===== config.mk =====
export PLATFORM = sky130hd
export DESIGN_NAME = sc130gs_i2c_lut_writer
export DESIGN_NICKNAME = d
export VERILOG_FILES = /design/src/rtl/sc130gs_i2c_lut_writer.sv
export SDC_FILE = /design/constraint.sdc
export NUM_CORES = 1
export LEC_CHECK = 0
export CORE_MARGIN = 2
export CORE_UTILIZATION = 44
export DETAILED_ROUTE_END_ITERATION = 8
export GPL_TIMING_DRIVEN = 0
export SYNTH_ARGS = -nofsm -noshare
export SYNTH_HDL_FRONTEND = slang
export SYNTH_SLANG_ARGS = --single-unit
export TNS_END_PERCENT = 5

===== constraint.sdc =====
create_clock -name clk -period 9.7 [get_ports clk]
set_clock_uncertainty 0.05 [all_clocks]
set_input_delay 0.97 -clock clk [delete_from_list [all_inputs] [get_ports clk]]
set_output_delay 0.97 -clock clk [all_outputs]
set_load 0.1 [all_outputs]

===== src/rtl/sc130gs_i2c_lut_writer.sv =====
// SC130GS configuration writer: walks the register LUT and issues one
// I2C write (addr+W, reg MSB, reg LSB, data) per entry on the sensor bus.
// NACKed entries are retried; a soft-reset register write is followed by
// a settling delay before the next entry.
module sc130gs_i2c_lut_writer #(
  parameter int         CLK_FREQ   = 25_000_000,
  parameter int         I2C_FREQ   = 100_000,
  parameter logic [7:0] SLAVE_ADDR = 8'h60,
  parameter int         PWR_DELAY  = 20_000,
  parameter int         SRST_DELAY = 5_000,
  parameter int         MAX_RETRY  = 3
) (
  input  logic        clk,
  input  logic        rst,
  output logic [7:0]  lut_index,
  input  logic [23:0] lut_data,
  input  logic [7:0]  lut_size,
  output logic        i2c_sclk,
  output logic        i2c_sdat_oe,
  input  logic        i2c_sdat_i,
  output logic        busy,
  output logic        config_done,
  output logic        ack_err
);

  localparam int          QDIV      = CLK_FREQ / (4 * I2C_FREQ);
  localparam logic [15:0] QLAST     = 16'(QDIV - 1);
  localparam logic [31:0] PWR_LAST  = 32'(PWR_DELAY - 1);
  localparam logic [31:0] SRST_LAST = 32'(SRST_DELAY - 1);
  localparam logic [7:0]  RETRY_MAX = 8'(MAX_RETRY);

  typedef enum logic [3:0] {
    PWR_WAIT  = 4'd0,
    LOAD      = 4'd1,
    START     = 4'd2,
    TX_BYTE   = 4'd3,
    ACK       = 4'd4,
    STOP      = 4'd5,
    NEXT      = 4'd6,
    SRST_WAIT = 4'd7,
    DONE      = 4'd8
  } state_t;

  state_t      state_r, state_nxt;
  logic [15:0] qcnt_r;
  logic        tick_s;
  logic [31:0] dly_r, dly_nxt;
  logic [1:0]  phase_r, phase_nxt;
  logic [2:0]  bit_r, bit_nxt;
  logic [1:0]  byte_r, byte_nxt;
  logic [23:0] shadow_r, shadow_nxt;
  logic        nack_r, nack_nxt;
  logic [7:0]  retry_r, retry_nxt;
  logic [7:0]  index_r, index_nxt;
  logic        ack_err_r, ack_err_nxt;
  logic        scl_r, scl_nxt;
  logic        oe_r, oe_nxt;
  logic        busy_r, busy_nxt;
  logic        done_r, done_nxt;
  logic [7:0]  tx_byte_s;
  logic [7:0]  tx_shift_s;

  assign tick_s      = (qcnt_r == QLAST);
  assign lut_index   = index_r;
  assign i2c_sclk    = scl_r;
  assign i2c_sdat_oe = oe_r;
  assign busy        = busy_r;
  assign config_done = done_r;
  assign ack_err     = ack_err_r;

  // Free-running quarter-bit divider producing the bus tick strobe
  always_ff @(posedge clk or posedge rst) begin
    if (rst) begin
      qcnt_r <= 16'd0;
    end else if (qcnt_r == QLAST) begin
      qcnt_r <= 16'd0;
    end else begin
      qcnt_r <= qcnt_r + 16'd1;
    end
  end

  // FSM state register
  always_ff @(posedge clk or posedge rst) begin
    if (rst) begin
      state_r <= PWR_WAIT;
    end else begin
      state_r <= state_nxt;
    end
  end

  // Next-state and datapath update logic
  always_comb begin
    state_nxt   = state_r;
    dly_nxt     = dly_r;
    phase_nxt   = phase_r;
    bit_nxt     = bit_r;
    byte_nxt    = byte_r;
    shadow_nxt  = shadow_r;
    nack_nxt    = nack_r;
    retry_nxt   = retry_r;
    index_nxt   = index_r;
    ack_err_nxt = ack_err_r;
    case (state_r)
      PWR_WAIT: begin
        if (dly_r == PWR_LAST) begin
          dly_nxt   = 32'd0;
          state_nxt = LOAD;
        end else begin
          dly_nxt = dly_r + 32'd1;
        end
      end
      LOAD: begin
        // Wait for a tick so the START cell begins on a quarter boundary
        if (tick_s) begin
          if (index_r >= lut_size) begin
            state_nxt = DONE;
          end else begin
            shadow_nxt = lut_data;
            byte_nxt   = 2'd0;
            bit_nxt    = 3'd0;
            phase_nxt  = 2'd0;
            nack_nxt   = 1'b0;
            state_nxt  = START;
          end
        end else begin
          state_nxt = LOAD;
        end
      end
      START: begin
        if (tick_s) begin
          if (phase_r == 2'd3) begin
            phase_nxt = 2'd0;
            bit_nxt   = 3'd0;
            state_nxt = TX_BYTE;
          end else begin
            phase_nxt = phase_r + 2'd1;
          end
        end else begin
          state_nxt = START;
        end
      end
      TX_BYTE: begin
        if (tick_s) begin
          if (phase_r == 2'd3) begin
            phase_nxt = 2'd0;
            if (bit_r == 3'd7) begin
              bit_nxt   = 3'd0;
              state_nxt = ACK;
            end else begin
              bit_nxt = bit_r + 3'd1;
            end
          end else begin
            phase_nxt = phase_r + 2'd1;
          end
        end else begin
          state_nxt = TX_BYTE;
        end
      end
      ACK: begin
        if (tick_s) begin
          if (phase_r == 2'd3) begin
            phase_nxt = 2'd0;
            if (nack_r || (byte_r == 2'd3)) begin
              state_nxt = STOP;
            end else begin
              byte_nxt  = byte_r + 2'd1;
              state_nxt = TX_BYTE;
            end
          end else begin
            phase_nxt = phase_r + 2'd1;
            // SDA is sampled at the end of q2; a released line is a NACK
            if (phase_r == 2'd2) begin
              nack_nxt = i2c_sdat_i;
            end else begin
              nack_nxt = nack_r;
            end
          end
        end else begin
          state_nxt = ACK;
        end
      end
      STOP: begin
        if (tick_s) begin
          if (phase_r == 2'd3) begin
            phase_nxt = 2'd0;
            state_nxt = NEXT;
          end else begin
            phase_nxt = phase_r + 2'd1;
          end
        end else begin
          state_nxt = STOP;
        end
      end
      NEXT: begin
        if (nack_r && (retry_r < RETRY_MAX)) begin
          retry_nxt = retry_r + 8'd1;
          state_nxt = LOAD;
        end else begin
          if (nack_r) begin
            ack_err_nxt = 1'b1;
          end else begin
            ack_err_nxt = ack_err_r;
          end
          retry_nxt = 8'd0;
          if (index_r != 8'hFF) begin
            index_nxt = index_r + 8'd1;
          end else begin
            index_nxt = index_r;
          end
          // Sensor needs settling time after a successful soft reset write
          if (!nack_r && (shadow_r[23:8] == 16'h0103)) begin
            state_nxt = SRST_WAIT;
          end else begin
            state_nxt = LOAD;
          end
        end
      end
      SRST_WAIT: begin
        if (dly_r == SRST_LAST) begin
          dly_nxt   = 32'd0;
          state_nxt = LOAD;
        end else begin
          dly_nxt = dly_r + 32'd1;
        end
      end
      DONE: begin
        state_nxt = DONE;
      end
      default: begin
        state_nxt = PWR_WAIT;
      end
    endcase
  end

  // Byte currently being shifted out
  always_comb begin
    tx_byte_s = SLAVE_ADDR;
    case (byte_nxt)
      2'd0:    tx_byte_s = SLAVE_ADDR;
      2'd1:    tx_byte_s = shadow_nxt[23:16];
      2'd2:    tx_byte_s = shadow_nxt[15:8];
      2'd3:    tx_byte_s = shadow_nxt[7:0];
      default: tx_byte_s = SLAVE_ADDR;
    endcase
    tx_shift_s = tx_byte_s << bit_nxt;
  end

  // Bus levels and status flags decoded from the upcoming state and quarter
  always_comb begin
    scl_nxt = 1'b1;
    oe_nxt  = 1'b0;
    case (state_nxt)
      START: begin
        scl_nxt = (phase_nxt != 2'd3);
        oe_nxt  = (phase_nxt != 2'd0);
      end
      TX_BYTE: begin
        scl_nxt = (phase_nxt == 2'd1) || (phase_nxt == 2'd2);
        oe_nxt  = ~tx_shift_s[7];
      end
      ACK: begin
        scl_nxt = (phase_nxt == 2'd1) || (phase_nxt == 2'd2);
        oe_nxt  = 1'b0;
      end
      STOP: begin
        scl_nxt = (phase_nxt != 2'd0);
        oe_nxt  = (phase_nxt != 2'd3);
      end
      default: begin
        scl_nxt = 1'b1;
        oe_nxt  = 1'b0;
      end
    endcase
    busy_nxt = !((state_nxt == PWR_WAIT) || (state_nxt == DONE));
    done_nxt = (state_nxt == DONE);
  end

  // Datapath and registered bus/status outputs
  always_ff @(posedge clk or posedge rst) begin
    if (rst) begin
      dly_r     <= 32'd0;
      phase_r   <= 2'd0;
      bit_r     <= 3'd0;
      byte_r    <= 2'd0;
      shadow_r  <= 24'd0;
      nack_r    <= 1'b0;
      retry_r   <= 8'd0;
      index_r   <= 8'd0;
      ack_err_r <= 1'b0;
      scl_r     <= 1'b1;
      oe_r      <= 1'b0;
      busy_r    <= 1'b0;
      done_r    <= 1'b0;
    end else begin
      dly_r     <= dly_nxt;
      phase_r   <= phase_nxt;
      bit_r     <= bit_nxt;
      byte_r    <= byte_nxt;
      shadow_r  <= shadow_nxt;
      nack_r    <= nack_nxt;
      retry_r   <= retry_nxt;
      index_r   <= index_nxt;
      ack_err_r <= ack_err_nxt;
      scl_r     <= scl_nxt;
      oe_r      <= oe_nxt;
      busy_r    <= busy_nxt;
      done_r    <= done_nxt;
    end
  end

endmodule


# After elaboration in Yosys (flattened, before gate mapping)
# Cells that the tools add are included.
# W data, S select, Z words.
[classes]
add_sub_neg = 7
n_mul = 0
div = 0
order_cmp = 2
eq_ne = 33
shift = 1
muxes = 53
bitwise = 2
n_reduce_logical = 18
[ops]
columns = ["op", "count"]
rows = [
  ["$mux W24", 3],
  ["$mux W32", 2],
  ["$pmux W32 S2", 1],
  ["$mux W4", 13],
  ["$pmux W4 S9", 1],
  ["$add A32 B1 Y32 const B", 1],
  ["$eq A32 B13 Y1 const B", 1],
  ["$eq A32 B15 Y1 const B", 1],
  ["$pmux W8 S4", 1],
  ["$mux W3", 10],
  ["$eq A4 B3 Y1 const B", 6],
  ["$mux W2", 9],
  ["$add A16 B1 Y16 const B", 1],
  ["$add A8 B1 Y8 const B", 2],
  ["$eq A16 B6 Y1 const B", 1],
  ["$eq A16 B9 Y1 const B", 1],
  ["$eq A4 B2 Y1 const B", 4],
  ["$mux W16", 1],
  ["$eq A2 B2 Y1 const B", 6],
  ["$ne A2 B2 Y1 const B", 6],
  ["$pmux W3 S3", 1],
  ["$eq A4 B4 Y1 const B", 2],
  ["$ge A8 B8 Y1", 1],
  ["$logic_not A4 Y1", 2],
  ["23 further kinds", 39],
]
[word_totals]
ff_bits = 105
latchBits = 0
ram_bits = 0
mem_bits_ro = 0
word_cells = 131
memories = 0

# Logic depth before layout (Yosys ltp)
# Gate-level depths: netlist of run 1.
[depth]
depth_word = 11
ltp_mapped = 14

# Least setup slack after synthesis of run 1
# No wires, ideal clock.
[synth_timing]
path_type = "reg-to-reg"
startpoint = "register index_r[0] (netlist: lut_index[0])"
endpoint = "register oe_r (netlist: i2c_sdat_oe)"
setup_time_ns = 0.095
arrival_ns = 3.680
required_time_ns = 9.555
setup_slack_ns = 5.875
stages_incl_launch_ff = 14
cell_sequence = "dfrtp_1 -> inv_1 -> ha_1 -> and3_1 -> o21ai_1 -> a311o_1 -> or3b_1 -> buf_6 -> mux2_4 -> mux2_4 -> a2111oi_4 -> a41o_1 -> nor4_1 -> o31ai_1"
[synth_lines]
columns = ["item", "line_no", "text"]
rows = [
  ["start: declaration", "54", "logic [7:0] index_r, index_nxt;"],
  ["start signal: assignment", "302", "index_r <= index_nxt;"],
  ["$ge A8 B8 Y1", "115", "if (index_r >= lut_size) begin"],
  ["$mux W24", "115", ""],
  ["$mux W24", "114", "if (tick_s) begin"],
  ["$mux W24", "103", "case (state_r)"],
  ["via shadow_nxt[17]", "51", "logic [23:0] shadow_r, shadow_nxt;"],
  ["$pmux W8 S4", "238", "case (byte_nxt)"],
  ["$shl A8 B3 Y8", "245", "tx_shift_s = tx_byte_s << bit_nxt;"],
  ["$not A1 Y1", "259", "oe_nxt = ~tx_shift_s[7];"],
  ["$pmux W1 S3", "252", "case (state_nxt)"],
  ["via oe_nxt", "57", "logic oe_r, oe_nxt;"],
  ["end signal: assignment", "305", "oe_r <= oe_nxt;"],
  ["end: declaration", "57", ""],
]
# The timed path passes the listed nets, and every way through them passes these cells.
# A chain may end at the register's enable or synchronous reset.

# Worst setup path after layout of run 1
[layout_timing]
startpoint = "input port lut_size[2]"
endpoint = "register oe_r (netlist: i2c_sdat_oe)"
[layout_lines]
columns = ["item", "line_no", "text"]
rows = [
  ["start: declaration", "17", "input logic [7:0] lut_size,"],
  ["$ge A8 B8 Y1", "115", ""],
  ["$mux W24", "115", ""],
  ["$mux W24", "114", ""],
  ["$mux W24", "103", ""],
  ["via shadow_nxt[23]", "51", ""],
  ["$pmux W8 S4", "238", ""],
  ["$shl A8 B3 Y8", "245", ""],
  ["$not A1 Y1", "259", ""],
  ["$pmux W1 S3", "252", ""],
  ["via oe_nxt", "57", ""],
]
# The timed path passes the listed nets, and every way through them passes these cells.

==> Flow_metrics.wiki, run 1 <==
{| class="wikitable"
! Metric !! Value
|-
| Detailed placer's ending HPWL || 8.631 mm
|-
| Synth warnings || 0
|-
| Clock tree from TritonCTS || done
|-
| Pin count of the biggest net entering global routing || 61
|-
| Ant diodes || 0
|-
| Vias in the first global route || 4377
|-
| Floorplan die height || 116.8 um
|-
| Antenna Violating Nets Remaining || 0
|-
| Number of input and output port buffers inserted || 47
|-
| Slew of the pin with the lowest slew margin || 1.057 ns
|-
| Total wire length || 11.76 mm
|-
| Mapped Area || 5595 um^2
|-
| Starting Density || 44.70%
|-
| Cell taking the most area after synthesis || sky130_fd_sc_hd__dfrtp_1
|-
| Overflow left after global routing || 0
|-
| Count of state elements after synthesis || 105
|-
| Worst hold stages || 1
|-
| Clock tree root buffer cell || sky130_fd_sc_hd__clkbuf_16
|-
| Most instantiated flip-flop cell in the synthesis netlist || sky130_fd_sc_hd__dfrtp_1
|-
| Wire per inst || 14.92 um
|-
| Status || complete, no violations
|-
| Fillers || 1193
|-
| Data required time at the worst endpoint || 9.87 ns
|-
| Clock Latency Late Sink || 0.34 ns
|-
| Count of vias placed by the detailed router || 4256
|-
| CTS sink count || 105
|-
| Initial antenna violation count || 0
|-
| Ys async rst share || 100.0%
|-
| Gates resized, CTS repair || 0
|-
| Worst relative slew slack || 29.07%
|-
| Startpoint type of the worst setup path || primary input
|-
| Final hold vios || 0
|-
| Maximum resistive drop on vdd || 0.08615 mV
|-
| Fmax || 230.1 MHz
|-
| Number of remaining DRC errors || 0
|-
| Path category of the worst min-delay check || register to register
|-
| Layout cells sized above 1 || 9.253%
|-
| Clock buffer count from CTS || 9
|-
| Final-report max-slew violation count || 0
|-
| Crit path max fanout || 10
|-
| Multi-input gate area in the final layout || 2803 um^2
|-
| # Post-CTS Setup Buffers || 0
|-
| Number of cells on the worst reg-to-reg path || 13
|-
| I/O pin count || 48
|-
| Final Setup Violations || 0
|-
| Net count of the finished layout || 666
|-
| Number of detailed-routing iterations run before antenna repair || 4
|-
| Net Count, Synth || 607
|-
| Post-Synthesis Mean Instance Area || 10.14 um^2
|-
| Post-cts hold buffer count || 0
|-
| DIE AREA || 13640 um^2
|-
| Global-route usage over all layers || 19.34%
|-
| Clock slew at the register clock pins of the worst setup and hold paths || 0.07 ns
|-
| Unrepaired setup endpoints after global routing || false
|-
| Shortest period the worst path allows || 4.345 ns
|-
| Max H-tree Level || 3
|-
| Area share of the largest cell type after synthesis || 46.51%
|-
| Worst-case clock buffer depth || 2
|-
| Tcrit/Tclk final || 44.80%
|-
| Part of the Yosys area used for sequential elements || 46.98%
|-
| Sum Neg Setup Slack || 0 ns
|-
| Most common cell after layout, fill and taps aside || sky130_fd_sc_hd__dfrtp_1
|-
| Via count normalized by instance count || 5.401
|-
| Max-cap violation count || 0
|-
| Count of mapped cells out of synthesis || 552
|-
| First DRT Iteration DRCs || 246
|-
| Kind of end point of the critical path || register
|-
| Leakage Power || 2.999 nW
|-
| Number of standard-cell rows in the floorplan || 41
|-
| Top cells by area, synth || sky130_fd_sc_hd__dfrtp_1 47%, sky130_fd_sc_hd__xnor2_1 5.3%, sky130_fd_sc_hd__ha_1 4.5%, sky130_fd_sc_hd__mux2_2 4.4%, sky130_fd_sc_hd__nor2_1 4.0%
|-
| Tot Pwr || 810.3 uW
|-
| Pwr/cell area || 122.9 nW/um^2
|-
| Number of enable flip-flop cells after synthesis || 0
|-
| Sequential cell area in the final layout || 2629 um^2
|-
| Critical path data arrival time || 4.52 ns
|-
| RD Place Congestion || 0.8393
|-
| Type of the setup path with the least slack || primary input to register
|-
| Global-route wire length before repair || 20.91 mm
|-
| Core Area || 12520 um^2
|-
| Horizontal die dimension || 116.8 um
|-
| Post-synthesis cell type count || 62
|-
| Area growth syn-to-layout || 17.84%
|-
| Highest-count cells in the layout ignoring fill and taps || 104 x sky130_fd_sc_hd__dfrtp_1, 59 x sky130_fd_sc_hd__nor2_1, 52 x sky130_fd_sc_hd__nand2_1
|}
## flip-flops by register name (all words and copies together), names as in the netlist
register,flops
phase_r,2
config_done,1
dly_r,32
lut_index,8
bit_r,3
byte_r,2
i2c_sclk,1
retry_r,8
ack_err,1
qcnt_r,16
state_r,4
busy,1
shadow_r,24
nack_r,1
i2c_sdat_oe,1
## kinds of logic after synthesis
group | after synthesis | synth area share [%]
fa+ha+maj | 20 | 4.472
buf+inv | 41 | 2.929
mux | 33 | 6.686
simple gates | 236 | 22.56
compound gates | 63 | 7.916
xor+xnor | 54 | 8.453
flops | 105 | 46.98
## per-stage QoR
stage          hold WS, ns  cell area (um^2)  setup WS [ns]  utilization [%]  instances
2_1_floorplan       0.3959              5595          5.875                -        552
3_3_place_gp        0.4131              6281          4.399            50.18        771
3_5_place_dp        0.4297              6311          4.998            50.42        772
4_1_cts             0.4478              6594          5.357            52.68        788
5_1_grt             0.4664              6594          5.164            52.68        788
6_report            0.4417              6594          5.355            52.68        788
## worst max-delay path: stages
cell                              delay [ns]
sky130_fd_sc_hd__clkdlybuf4s50_1        0.46
sky130_fd_sc_hd__inv_1                  0.04
sky130_fd_sc_hd__ha_1                   0.27
sky130_fd_sc_hd__and3_1                 0.16
sky130_fd_sc_hd__o21ai_1                0.06
sky130_fd_sc_hd__a311o_1                0.45
sky130_fd_sc_hd__or3b_1                 0.27
sky130_fd_sc_hd__buf_6                  0.16
sky130_fd_sc_hd__clkbuf_1               0.47
sky130_fd_sc_hd__mux2_2                 0.41
sky130_fd_sc_hd__mux2i_1                0.16
sky130_fd_sc_hd__nor2_1                 0.06
sky130_fd_sc_hd__nor3_1                 0.19
sky130_fd_sc_hd__nor4b_1                0.08
sky130_fd_sc_hd__o31ai_1                0.31
## routing by layer
metal	global-route usage (%)	wire length [um]
met5	0	0
met4	6.667	261
met3	3.605	349
met2	31.45	5723
met1	26.15	5424
## power breakdown
part	total (mW)	leakage (nW)	internal (mW)	switching, mW
Combinational	0.0263	1.46	0.0143	0.0119
Clock	0.346	0.139	0.188	0.158
Sequential	0.438	1.40	0.438	0.000000930
Total	0.810	3.00	0.640	0.170
## worst paths after layout
kind                               from     endpoint  slack [ns]
max                         lut_size[2]  i2c_sdat_oe        5.35
min                             ack_err      ack_err        0.44
max reg2reg                lut_index[2]  i2c_sdat_oe        5.97
min reg2reg                     ack_err      ack_err        0.44
max in group asynchronous           rst     dly_r[2]        7.90
min in group asynchronous           rst  shadow_r[1]        1.00
## Yosys cell counts (3+ instances only)
cell type / count
sky130_fd_sc_hd__a21oi_1: 19
sky130_fd_sc_hd__ha_1: 20
sky130_fd_sc_hd__dfrtp_1: 104
sky130_fd_sc_hd__nand2b_1: 5
sky130_fd_sc_hd__and2_1: 4
sky130_fd_sc_hd__nand3_1: 22
sky130_fd_sc_hd__xor2_1: 20
sky130_fd_sc_hd__nor3_1: 18
sky130_fd_sc_hd__nor4_1: 9
sky130_fd_sc_hd__o21ai_0: 9
sky130_fd_sc_hd__o211ai_1: 4
sky130_fd_sc_hd__a31oi_1: 7
sky130_fd_sc_hd__nand4_1: 23
sky130_fd_sc_hd__o21a_1: 3
sky130_fd_sc_hd__clkbuf_1: 13
sky130_fd_sc_hd__mux2i_1: 7
sky130_fd_sc_hd__nor2_1: 59
sky130_fd_sc_hd__and3_1: 10
sky130_fd_sc_hd__inv_1: 23
sky130_fd_sc_hd__nor4b_1: 4
sky130_fd_sc_hd__mux2_2: 22
sky130_fd_sc_hd__and4_1: 11
sky130_fd_sc_hd__nand2_1: 52
sky130_fd_sc_hd__xnor2_1: 34
sky130_fd_sc_hd__mux2_4: 3
## layout make-up
type	count	share of cell area (%)
Sequential cell	105	39.87
Buffer	18	1.176
Multi-Input combinational cell	406	42.50
Timing Repair Buffer	48	7.552
Tap cell	172	3.264
Clock inverter	4	0.3985
Clock buffer	12	3.890
Inverter	23	1.347
Note: power is estimated with default switching activity, not from simulation.
==> inputs of run 2 (changes only) <==
==> constraint.sdc (replaced) <==
create_clock -name clk -period 4.3 [get_ports clk]
set_clock_uncertainty 0.05 [all_clocks]
set_input_delay 0.43 -clock clk [delete_from_list [all_inputs] [get_ports clk]]
set_output_delay 0.43 -clock clk [all_outputs]
set_load 0.1 [all_outputs]
==> results of run 2 <==
The final DEF is identical to that of run 1. Status: complete, no violations.
Main changes from that run: setup slack after placement 4.998 ns -> 0.1378 ns; setup slack after layout 5.355 ns -> 0.4946 ns; register-to-register setup slack 5.97 ns -> 0.57 ns; total power 0.8103 mW -> 1.828 mW; worst IR drop on VDD 0.08615 mV -> 0.1943 mV
==> inputs of run 3 (changes only) <==
--- a/config.mk
+++ b/config.mk
@@ -6,9 +6,10 @@
 export NUM_CORES = 1
 export LEC_CHECK = 0
 export CORE_MARGIN = 2
-export CORE_UTILIZATION = 44
+export CORE_UTILIZATION = 58
 export DETAILED_ROUTE_END_ITERATION = 8
 export GPL_TIMING_DRIVEN = 0
+export PLACE_DENSITY = 0.8
 export SYNTH_ARGS = -nofsm -noshare
 export SYNTH_HDL_FRONTEND = slang
 export SYNTH_SLANG_ARGS = --single-unit
==> run 3 against run 2 <==
Net effect: combinational power shrank 2%; cell count is 5.6% lower; sequential power barely moved; critical path depth fell by 1; core utilization rose by 17 points; power is 11% lower; count of clock-buffer cells in the layout rose by 2; highest routed layer unchanged; non-clock buffer count is the same; register-to-register slack better by 0.09 ns; die area is 23% lower.
==> Flow_metrics.wiki, run 3 (synthesized netlist as in run 1, its figures left out) <==
{| class="wikitable"
! Metric !! Value
|-
| Register name with the most flops || dly_r
|-
| Clock slew at the register clock pins of the worst setup and hold paths || 0.09 ns (+0.02 ns)
|-
| First DRT Iteration DRCs || 414 (+68%)
|-
| Pwr/cell area || 253.1 nW/um^2
|-
| Worst-case clock buffer depth || 2 (unchanged)
|-
| Internal power || 1.276 mW
|-
| Starting Density || 60.27% (+16 points)
|-
| Busiest layer in global routing || met2
|-
| Area of placed instances || 6250 um^2 (-0.97%)
|-
| Fraction of met2 tracks used by global routing || 40.13% (+8.7 points)
|-
| RD Place Congestion || 0.9504 (+13%)
|-
| Clock buffer count from CTS || 9 (unchanged)
|-
| Min Hold Slack || 0.4345 ns (-0.007189 ns)
|-
| Antenna Violating Nets Remaining || 0 (unchanged)
|-
| Most common cell after layout, fill and taps aside || sky130_fd_sc_hd__dfrtp_1
|-
| Switching power summed over all nets || 351.4 uW
|-
| Max reg flops || 32 (unchanged)
|-
| Met1 routing resource usage after global routing || 34.59% (+8.4 points)
|-
| Clock Latency Late Sink || 0.39 ns (+0.05 ns)
|-
| Number of standard-cell rows in the floorplan || 35 (-15%)
|-
| List of cells traversed by the critical path || clkdlybuf4s50_1, inv_1, ha_1, and3_1, o21ai_1, a311o_1, nand4_1, a31oi_2, inv_1, mux2_4, a2111oi_4, a41o_1, nor4_1, o31ai_1
|-
| Net count of the finished layout || 666 (unchanged)
|-
| Data required time at the worst endpoint || 4.54 ns
|-
| Maximum resistive drop on vdd || 0.2123 mV
|-
| CTS sink count || 105 (unchanged)
|-
| Sequential cell fraction of total power || 60.6% (+6.6 points)
|-
| I/O pin count || 48 (unchanged)
|-
| Fillers || 724 (-39%)
|-
| Floorplan die height || 102.2 um (-12%)
|-
| Master of the slowest instance on the critical path || sky130_fd_sc_hd__clkdlybuf4s50_1
|-
| # Post-CTS Setup Buffers || 0 (unchanged)
|-
| Global-route wire length before repair || 20.80 mm (-0.53%)
|-
| Path category of the worst min-delay check || register to register
|-
| Cell occurring most often along the worst timing path || sky130_fd_sc_hd__inv_1
|-
| Max-cap violation count || 0 (unchanged)
|-
| Vias in the first global route || 4442 (+1.5%)
|-
| Detailed placer's ending HPWL || 8.763 mm (+1.5%)
|-
| Post-cts hold buffer count || 0 (unchanged)
|-
| Final-report max-slew violation count || 0 (unchanged)
|-
| Fmax || 272.2 MHz
|-
| Initial antenna violation count || 0 (unchanged)
|-
| DIE AREA || 10450 um^2 (-23%)
|-
| Regs by FF count || dly_r (32), shadow_r (24), qcnt_r (16)
|-
| Leakage Power || 2.950 nW (-1.6%)
|-
| Horizontal die dimension || 102.2 um (-12%)
|-
| Type of the setup path with the least slack || primary input to register
|-
| Via count normalized by instance count || 5.809 (+7.6%)
|-
| Clock tree root buffer cell || sky130_fd_sc_hd__clkbuf_8
|-
| Area growth syn-to-layout || 14.94%
|-
| Core Area || 9284 um^2 (-26%)
|-
| Ant diodes || 0 (unchanged)
|-
| Kind of end point of the critical path || register
|-
| Global-route usage over all layers || 25.52% (+6.2 points)
|-
| Slew of the pin with the lowest slew margin || 1.210 ns (+0.1530 ns)
|-
| Final Setup Violations || 0 (unchanged)
|-
| Global Route met3 Usage || 5.677% (+2.1 points)
|-
| Switching share of power || 21.59%
|-
| Pin count of the biggest net entering global routing || 61 (unchanged)
|-
| Number of remaining DRC errors || 0 (unchanged)
|-
| Tcrit/Tclk final || 85.43%
|-
| Critical path data arrival time || 3.92 ns
|-
| Layout cells sized above 1 || 8.943% (-0.31 points)
|-
| Status || complete, no violations
|-
| Final hold vios || 0 (unchanged)
|-
| Finished layout cell area || 6431 um^2 (-2.5%)
|-
| Number of detailed-routing iterations run before antenna repair || 6 (+2)
|-
| Worst path max stage delay || 0.46 ns (about the same)
|-
| Gate power share || 3.6% (+0.4 points)
|-
| Wire per inst || 16.17 um (+8.3%)
|-
| Unrepaired setup endpoints after global routing || false
|-
| Crit path max fanout || 8 (-2)
|-
| Clock tree from TritonCTS || done
|-
| Startpoint type of the worst setup path || primary input
|-
| Clock power share || 35.8% (-7.0 points)
|-
| Highest-count cells in the layout ignoring fill and taps || 104 x sky130_fd_sc_hd__dfrtp_1, 59 x sky130_fd_sc_hd__nor2_1, 52 x sky130_fd_sc_hd__nand2_1
|-
| Gates resized, CTS repair || 0 (unchanged)
|-
| Count of vias placed by the detailed router || 4322 (+1.6%)
|-
| Worst relative slew slack || 18.80% (-10 points)
|-
| Overflow left after global routing || 0 (unchanged)
|-
| Max H-tree Level || 3 (unchanged)
|-
| Total wire length || 12.03 mm (+2.3%)
|-
| Number of input and output port buffers inserted || 47 (unchanged)
|-
| Shortest period the worst path allows || 3.674 ns
|}
==> run 3: area by class of cell <==
cell class / count / area [um^2] / share of cell area (%)
multi-input cells: 406 / 2803 / 43.58
well taps: 129 / 161.4 / 2.510
flip-flops and latches: 105 / 2629 / 40.88
plain buffers: 18 / 77.57 / 1.206
clock buffers: 14 / 172.7 / 2.685
clock inverters: 1 / 8.758 / 0.1362
inverters: 23 / 88.84 / 1.381
repair buffers: 48 / 490.5 / 7.626
==> run 3: power by group through the flow <==
| stage | clock (mW) | combinational, mW | sequential (mW) |
|---|---|---|---|
| 2_1_floorplan | 0 | 0.0196 | 1.01 |
| 6_report | 0.583 | 0.0583 | 0.987 |
| 5_1_grt | 0.641 | 0.0655 | 0.987 |
| 4_1_cts | 0.597 | 0.0603 | 0.987 |
| 3_5_place_dp | 0 | 0.0602 | 1.01 |
| 3_3_place_gp | 0 | 0.0559 | 1.01 |
==> run 3: final timing paths <==
check / start / end / cells past startpoint / slack [ns]
max in group asynchronous: rst / i2c_sclk / 3 / 3.00
min reg2reg: dly_r[31] / dly_r[31] / 1 / 0.43
min: dly_r[31] / dly_r[31] / 1 / 0.43
max reg2reg: lut_index[2] / i2c_sdat_oe / 12 / 0.66
min in group asynchronous: rst / shadow_r[15] / 2 / 0.46
max: lut_size[2] / i2c_sdat_oe / 14 / 0.63
==> run 3: worst max-delay path: cells and delay by family <==
family | cells | cell delay (ns)
AOI/OAI and AO/OA | 6 | 1.70
and+or+nand+nor | 3 | 0.48
adders and majority gates | 1 | 0.27
buffers and inverters | 3 | 0.67
muxes | 1 | 0.35
==> run 3: per-stage QoR <==
| step | setup TNS [ns] | power [mW] | util, % | cells | setup WS, ns |
|---|---|---|---|---|---|
| after global routing | 0 | 1.693 | 69.27 | 744 | 0.3846 |
| after detailed placement | 0 | 1.066 | 67.32 | 729 | 0.2396 |
| after global placement | -38.68 | 1.062 | 67.08 | 728 | -0.3778 |
| after CTS | 0 | 1.644 | 69.27 | 744 | 0.6514 |
| final | 0 | 1.628 | 69.27 | 744 | 0.6265 |
| after floorplan | 0 | 1.026 | - | 552 | 0.4747 |
==> run 3: metal layers <==
| layer | part of all wire, % | up-vias |
|---|---|---|
| li1 | - | 2078 |
| met4 | 2.4 | 0 |
| met3 | 4.3 | 34 |
| met1 | 45 | 2090 |
| met2 | 49 | 120 |
| met5 | 0 | - |
